**src/rtl/cache_control_l2.sv**
```systemverilog
// Control FSM for the 2-way, 8-set L2 cache: hit handling, LRU, write-back/fill.
// Optional perf counters: define L2_PERF_CNT_EN.
module cache_control_l2 (
    input  logic        clk,
    input  logic        rst_n,
    input  logic        mem_read,
    input  logic        mem_write,
    output logic        mem_resp,
    input  logic [2:0]  set,
    input  logic        hit0,
    input  logic        hit1,
    input  logic        dirty0,
    input  logic        dirty1,
    output logic        load_word0,
    output logic        load_word1,
    output logic        load_line0,
    output logic        load_line1,
    output logic        way_sel,
    output logic        pmem_addr_sel,
    output logic        pmem_read,
    output logic        pmem_write,
    input  logic        pmem_resp,
    output logic [31:0] hit_count,
    output logic [31:0] miss_count,
    output logic [31:0] wb_count
);

    typedef enum logic [1:0] {
        IDLE,
        WRITEBACK,
        ALLOCATE
    } state_t;

    state_t     state;
    state_t     next_state;
    logic [7:0] lru;
    logic       victim;

    logic req;
    logic hit;
    logic hit_way;
    logic victim_dirty;

    assign req          = mem_read | mem_write;
    assign hit          = hit0 | hit1;
    assign hit_way      = ~hit0;
    assign victim_dirty = lru[set] ? dirty1 : dirty0;

    // State register
    always_ff @(posedge clk or negedge rst_n) begin
        if (!rst_n) state <= IDLE;
        else        state <= next_state;
    end

    // Next state and strobes; everything is held low while reset is asserted
    always_comb begin
        next_state    = state;
        mem_resp      = 1'b0;
        load_word0    = 1'b0;
        load_word1    = 1'b0;
        load_line0    = 1'b0;
        load_line1    = 1'b0;
        way_sel       = 1'b0;
        pmem_addr_sel = 1'b0;
        pmem_read     = 1'b0;
        pmem_write    = 1'b0;
        if (rst_n) begin
            unique case (state)
                IDLE: begin
                    if (req && hit) begin
                        mem_resp = 1'b1;
                        way_sel  = hit_way;
                        if (mem_write) begin
                            load_word0 = ~hit_way;
                            load_word1 = hit_way;
                        end
                    end else if (req) begin
                        next_state = victim_dirty ? WRITEBACK : ALLOCATE;
                    end
                end
                WRITEBACK: begin
                    pmem_write    = 1'b1;
                    pmem_addr_sel = 1'b1;
                    way_sel       = victim;
                    if (pmem_resp) next_state = ALLOCATE;
                end
                ALLOCATE: begin
                    pmem_read = 1'b1;
                    way_sel   = victim;
                    if (pmem_resp) begin
                        load_line0 = ~victim;
                        load_line1 = victim;
                        next_state = IDLE;
                    end
                end
                default: next_state = IDLE;
            endcase
        end
    end

    // LRU update on hits; victim capture when a miss is first seen
    always_ff @(posedge clk or negedge rst_n) begin
        if (!rst_n) begin
            lru    <= '0;
            victim <= 1'b0;
        end else if (state == IDLE && req) begin
            if (hit) lru[set] <= ~hit_way;
            else     victim   <= lru[set];
        end
    end

`ifdef L2_PERF_CNT_EN
    logic [31:0] hit_q;
    logic [31:0] miss_q;
    logic [31:0] wb_q;

    // Saturating event counters
    always_ff @(posedge clk or negedge rst_n) begin
        if (!rst_n) begin
            hit_q  <= '0;
            miss_q <= '0;
            wb_q   <= '0;
        end else begin
            if (mem_resp && hit_q != '1)
                hit_q <= hit_q + 32'd1;
            if (state == IDLE && next_state != IDLE && miss_q != '1)
                miss_q <= miss_q + 32'd1;
            if (state == WRITEBACK && pmem_resp && wb_q != '1)
                wb_q <= wb_q + 32'd1;
        end
    end

    assign hit_count  = hit_q;
    assign miss_count = miss_q;
    assign wb_count   = wb_q;
`else
    assign hit_count  = '0;
    assign miss_count = '0;
    assign wb_count   = '0;
`endif

endmodule

```
**config.mk**
```make
export PLATFORM = sky130hd
export DESIGN_NAME = cache_control_l2
export DESIGN_NICKNAME = d
export VERILOG_FILES = /design/src/rtl/cache_control_l2.sv
export SDC_FILE = /design/constraint.sdc
export NUM_CORES = 1
export LEC_CHECK = 0
export ABC_AREA = 1
export ABC_CLOCK_PERIOD_IN_PS = 1800
export CORE_MARGIN = 10
export CORE_UTILIZATION = 34
export CTS_CLUSTER_SIZE = 12
export DETAILED_ROUTE_END_ITERATION = 7
export HOLD_SLACK_MARGIN = 0.1
export PLACE_DENSITY = 0.9
export SYNTH_ARGS = -nofsm -noshare
export SYNTH_HDL_FRONTEND = slang
export SYNTH_SLANG_ARGS = --single-unit
```
**constraint.sdc**
```tcl
create_clock -name clk -period 1.8 [get_ports clk]
set_input_delay 0.36 -clock clk [delete_from_list [all_inputs] [get_ports clk]]
set_output_delay 0.36 -clock clk [all_outputs]
set_load 0.01 [all_outputs]
```
* Word level (Yosys, flattened, before mapping)
Cells that the tools add are included.
** Storage, ports and cells
- Register bits after elaboration :: 11
- Output and inout bits :: 105
- Word-level logic and storage cells :: 60
** Operators by class
- Order comparisons :: 2
- Equal/unequal tests :: 6
- Mux-type cells :: 36
- Bitwise logic cells :: 5
- Reduce and logical (&&, ||, !) cells :: 8
** Operators by type and width (number)
- $mux 1 :: 26
- $mux 2 :: 5
- $bwmux 8 :: 1
- $ne 2x2->1 const B :: 4
- $pmux 2 s3 :: 1
- $reduce_and 5->1 :: 1
- $lt 3x4->1 const B :: 1
- $reduce_and 2->1 :: 2
- $bmux 1 s3 :: 1
- $demux 1 s3 :: 1
- $ge 3x1->1 const B :: 1
- $logic_and 1x1->1 :: 3
- $not 1->1 :: 3
- $eq 2x1->1 const B :: 1
- $eq 2x2->1 const B :: 1
- $logic_not 2->1 :: 1
- $or 1x1->1 :: 2
- $pmux 1 s2 :: 1
- $reduce_or 2->1 :: 1

* Depth between registers and ports, before layout
Gate-level depths: netlist of the first run.
- Depth in word-level cells :: 7
- Depth in mapped cells :: 10

* Worst setup path after synthesis of the first run
Ideal clock, no wire load.
- Kind :: flip-flop to output port
- Start point :: reg state[0]
- End point :: out load_word1
- Arrival :: 1.269 ns
- Slack :: 0.171 ns
- Cell stages (with the launch flop) :: 7
- Cells stage by stage :: dfrtp_1 > inv_1 > ha_1 > inv_1 > nor2_1 > nand2_1 > nor4_1
** Between the ends
- Word-level cells in the longest chain between the ends :: 3
** RTL lines
- from (decl) :: RTL line 34 : state_t state;
- from (signal assigned) :: RTL line 52 : else state <= next_state;
- $logic_not 2->1 :: RTL line 68 : unique case (state)
- $mux 1 :: RTL line 68
- $mux 1 :: RTL line 67 : if (rst_n) begin
- to (decl) :: RTL line 15 : output logic load_word1,
Every way passes these cells.

* Final worst setup path of the first run
Ends and elaborated chain as after synthesis.

==> results of run 1 <==
## logic make-up (layout without fill, tap and decap cells)
kind of cell    after synthesis  after routing  share of synthesized area, %
compound gates               11             11                         3.589
fa+ha+maj                     4              4                         3.263
buf+inv                     118             64                         52.61
flops                        11             11                         17.94
other cells                   1             96                        0.2445
simple gates                 74             74                         22.35
## placed cells by master, fill, tap and decap left out, types with 3 or more instances in the layout
master | netlist | layout
dlygate4sd2_1 | 0 | 4
nor2_1 | 10 | 7
nor2_4 | 1 | 4
conb_1 | 1 | 96
nand3_1 | 3 | 3
nor2_2 | 4 | 4
buf_4 | 97 | 18
nand2_1 | 45 | 43
clkbuf_8 | 0 | 3
inv_1 | 15 | 11
dfrtp_1 | 11 | 11
o21ai_1 | 10 | 9
inv_2 | 5 | 9
clkdlybuf4s50_1 | 0 | 7
nand2_2 | 3 | 5
buf_2 | 0 | 5
clkbuf_2 | 0 | 3
## power groups by stage
stage	Sequential [uW]	Combinational [uW]	Clock (uW)
floorplan	426	639	0
global placement	431	734	0
detailed placement	437	759	0
CTS	437	806	264
global route	456	1040	271
finish	436	913	254
## layout make-up
class / instances / area (um^2)
clock buffer: 4 / 45.04
sequential: 11 / 275.3
tap: 52 / 65.06
fill: 474 / 2716
timing repair buffer: 39 / 302.8
inverter: 21 / 78.83
multi-input combinational: 185 / 870.8
## stage by stage
stage | hold slack, ns | setup TNS (ns) | instance area (um^2) | setup WS (ns)
floorplan | 0.06441 | 0 | 1891 | 0.1705
global placement | 0.4757 | -3.057 | 1533 | -0.4734
detailed placement | 0.4829 | -3.222 | 1533 | -0.4996
CTS | 0.3402 | -0.05038 | 1589 | -0.02200
global route | 0.3828 | -0.4013 | 1638 | -0.1615
finish | 0.3472 | -0.06360 | 1638 | -0.04749
## registers in the layout, summed over array words and instances, names as in the netlist
| register | count |
|---|---|
| lru | 8 |
| victim | 1 |
| state | 2 |
## what timing repair did
item	4_1_cts	5_1_grt
hold buffers	0	0
gates cloned	0	0
endpoints found under the setup margin	9	7
setup buffers	2	3
pin swaps	3	3
gates resized for setup	42	17
endpoints found under the hold margin	0	0
## worst reg2reg max path: stages (launching register included)
cell and delay [ns]:
dfrtp_1 0.38, inv_2 0.09, ha_4 0.14, inv_2 0.04
nor2_2 0.09, nand2_2 0.09, buf_4 0.14, buf_4 0.12
buf_4 0.15, nor2_4 0.12, nand2_1 0.08, nand2_1 0.06
o21ai_1 0.06
## per-layer routing
layer | routed length [um] | GRT usage (%) | vias up
met3 | 537 | 3.464 | 4
met1 | 1132 | 7.278 | 486
met4 | 30 | 3.043 | 0
met2 | 1795 | 14.32 | 67
li1 | - | - | 550
met5 | 0 | 0 | -
## worst paths after layout
check / cells after the start / slack, ns / startpoint / endpoint
max in group asynchronous: 2 / 1.30 / rst_n / state[1]
min in group clk: 2 / 0.49 / lru[0] / lru[0]
worst min register to register: 2 / 0.49 / lru[0] / lru[0]
worst max-delay path: 8 / -0.05 / state[0] / load_word1
worst max register to register: 12 / 0.13 / state[0] / lru[7]
worst min-delay path: 2 / 0.35 / rst_n / lru[0]
==> metrics.cfg, run 1 <==
[power]
p_leak_uw = 0.0009593
power.switching_uw = 680.9
p_clk_share_pct = 15.9
peakVddDrop_uv = 226.6
switching_share_pct = 42.47
power_frac_comb_pct = 57.0
p_total_uw = 1603
p_int_uw = 922.5
seqPwrFrac_pct = 27.2
power_per_cell_area_nw_per_um2 = 979.0

[sta]
finalCritPeriodShare_pct = 102.6
timing.fmax_ghz = 0.5413
hold_violations = 0
fin_ws_ns = -0.04749
finalMaxSlewViolations = 0
min_period_ns = 1.847
final.setup_skew_ns = 0.002991
rsz0062_at_grt = yes
setup_violations = 2

[place]
dpl.hpwl_um = 2919
gp_routability_congestion = 0.7917
dp.cells = 303
io_buffers = 20

[setup_path]
cp_cell_sequence = inv_2, ha_4, inv_2, nor2_2, nand2_2, buf_6, nor4_2, buf_2
worstSetupPathType = register to primary output
required_ns = 1.44
cp.buffers_inverters = 4
critPathMaxFanout = 4
crit_path_top_delay_cell = dfrtp_1
critPathArrivalTime_ns = 1.49
cpLargestDelayFamily = buffers and inverters
slowest_delay_ns = 0.38
cp_common_cell = inv_2
startpoint_type = register
worstSetupEndpointType = primary output

[yosys]
synth_edf_count = 0
ys_warn_count = 0
yosys_most_used_dff = dfrtp_1
synthDistinctLibCells = 20
synthTopCellsByCount = buf_4, nand2_1, inv_1
synth_area_um2 = 1534
ys_seq_area_share_pct = 17.94
synth_top_area_cell = buf_4
yosys.area.top_type_share_pct = 47.47
synth.most_common_cell = buf_4
synth_area_leaders = buf_4, dfrtp_1, nand2_1
ys_ff_latch = 11
avgSynthCellArea_um2 = 7.004
async_flop_share_pct = 100.0
synth_cells = 219

[floorplan]
die_y_um = 87.17
rows = 24
core_area_um2 = 4354
io_pins = 117
die_w_um = 87.17
dieArea_um2 = 7599
initial_core_util_pct = 35.23

[layout]
drive_above_1_share_pct = 23.46
layout.nets = 277
post-route-util_pct = 37.61
diodes = 0
area_delta_synth_final_pct = 6.770
fin_cells = 312

[detailed_routing]
drtAntennaViolNets = 0
wl_per_cell_um = 11.21
dr_total_vias = 1107
first_pass_iters = 4
first_iter_violations = 21
vias_per_cell = 3.548
wl_um = 3496
drc = 0

[clocking]
htreeDepth = 1
cts_tree = done
worstSkewPairLatency_ns = 0.24
clk_path_buf_depth = 2
cts.clk_slew.worst_paths_ns = 0.05
root_buffer = clkbuf_8
cts.sinks = 11
cts_buffers = 3

[run_status]
violations = negative setup slack
status = finished with violations

[global_routing]
gr-total-overflow = 0
grt_pass1_wl_um = 4892
first_global_vias = 1119
grt_start_max_net_pins = 12
antenna_found_initial = 0
track_usage_pct = 7.761

[worst_hold_path]
hold_class = input pin to asynchronous set/reset pin

[flow_run]
maxCapViolCount = 0

Note: power is estimated with default switching activity, not from simulation.
==> inputs of run 2 (changes only) <==
Settings changed: SLEW_MARGIN from default to 30.
==> results of run 2 <==
The final DEF is identical to that of run 1; final timing and power are the same.
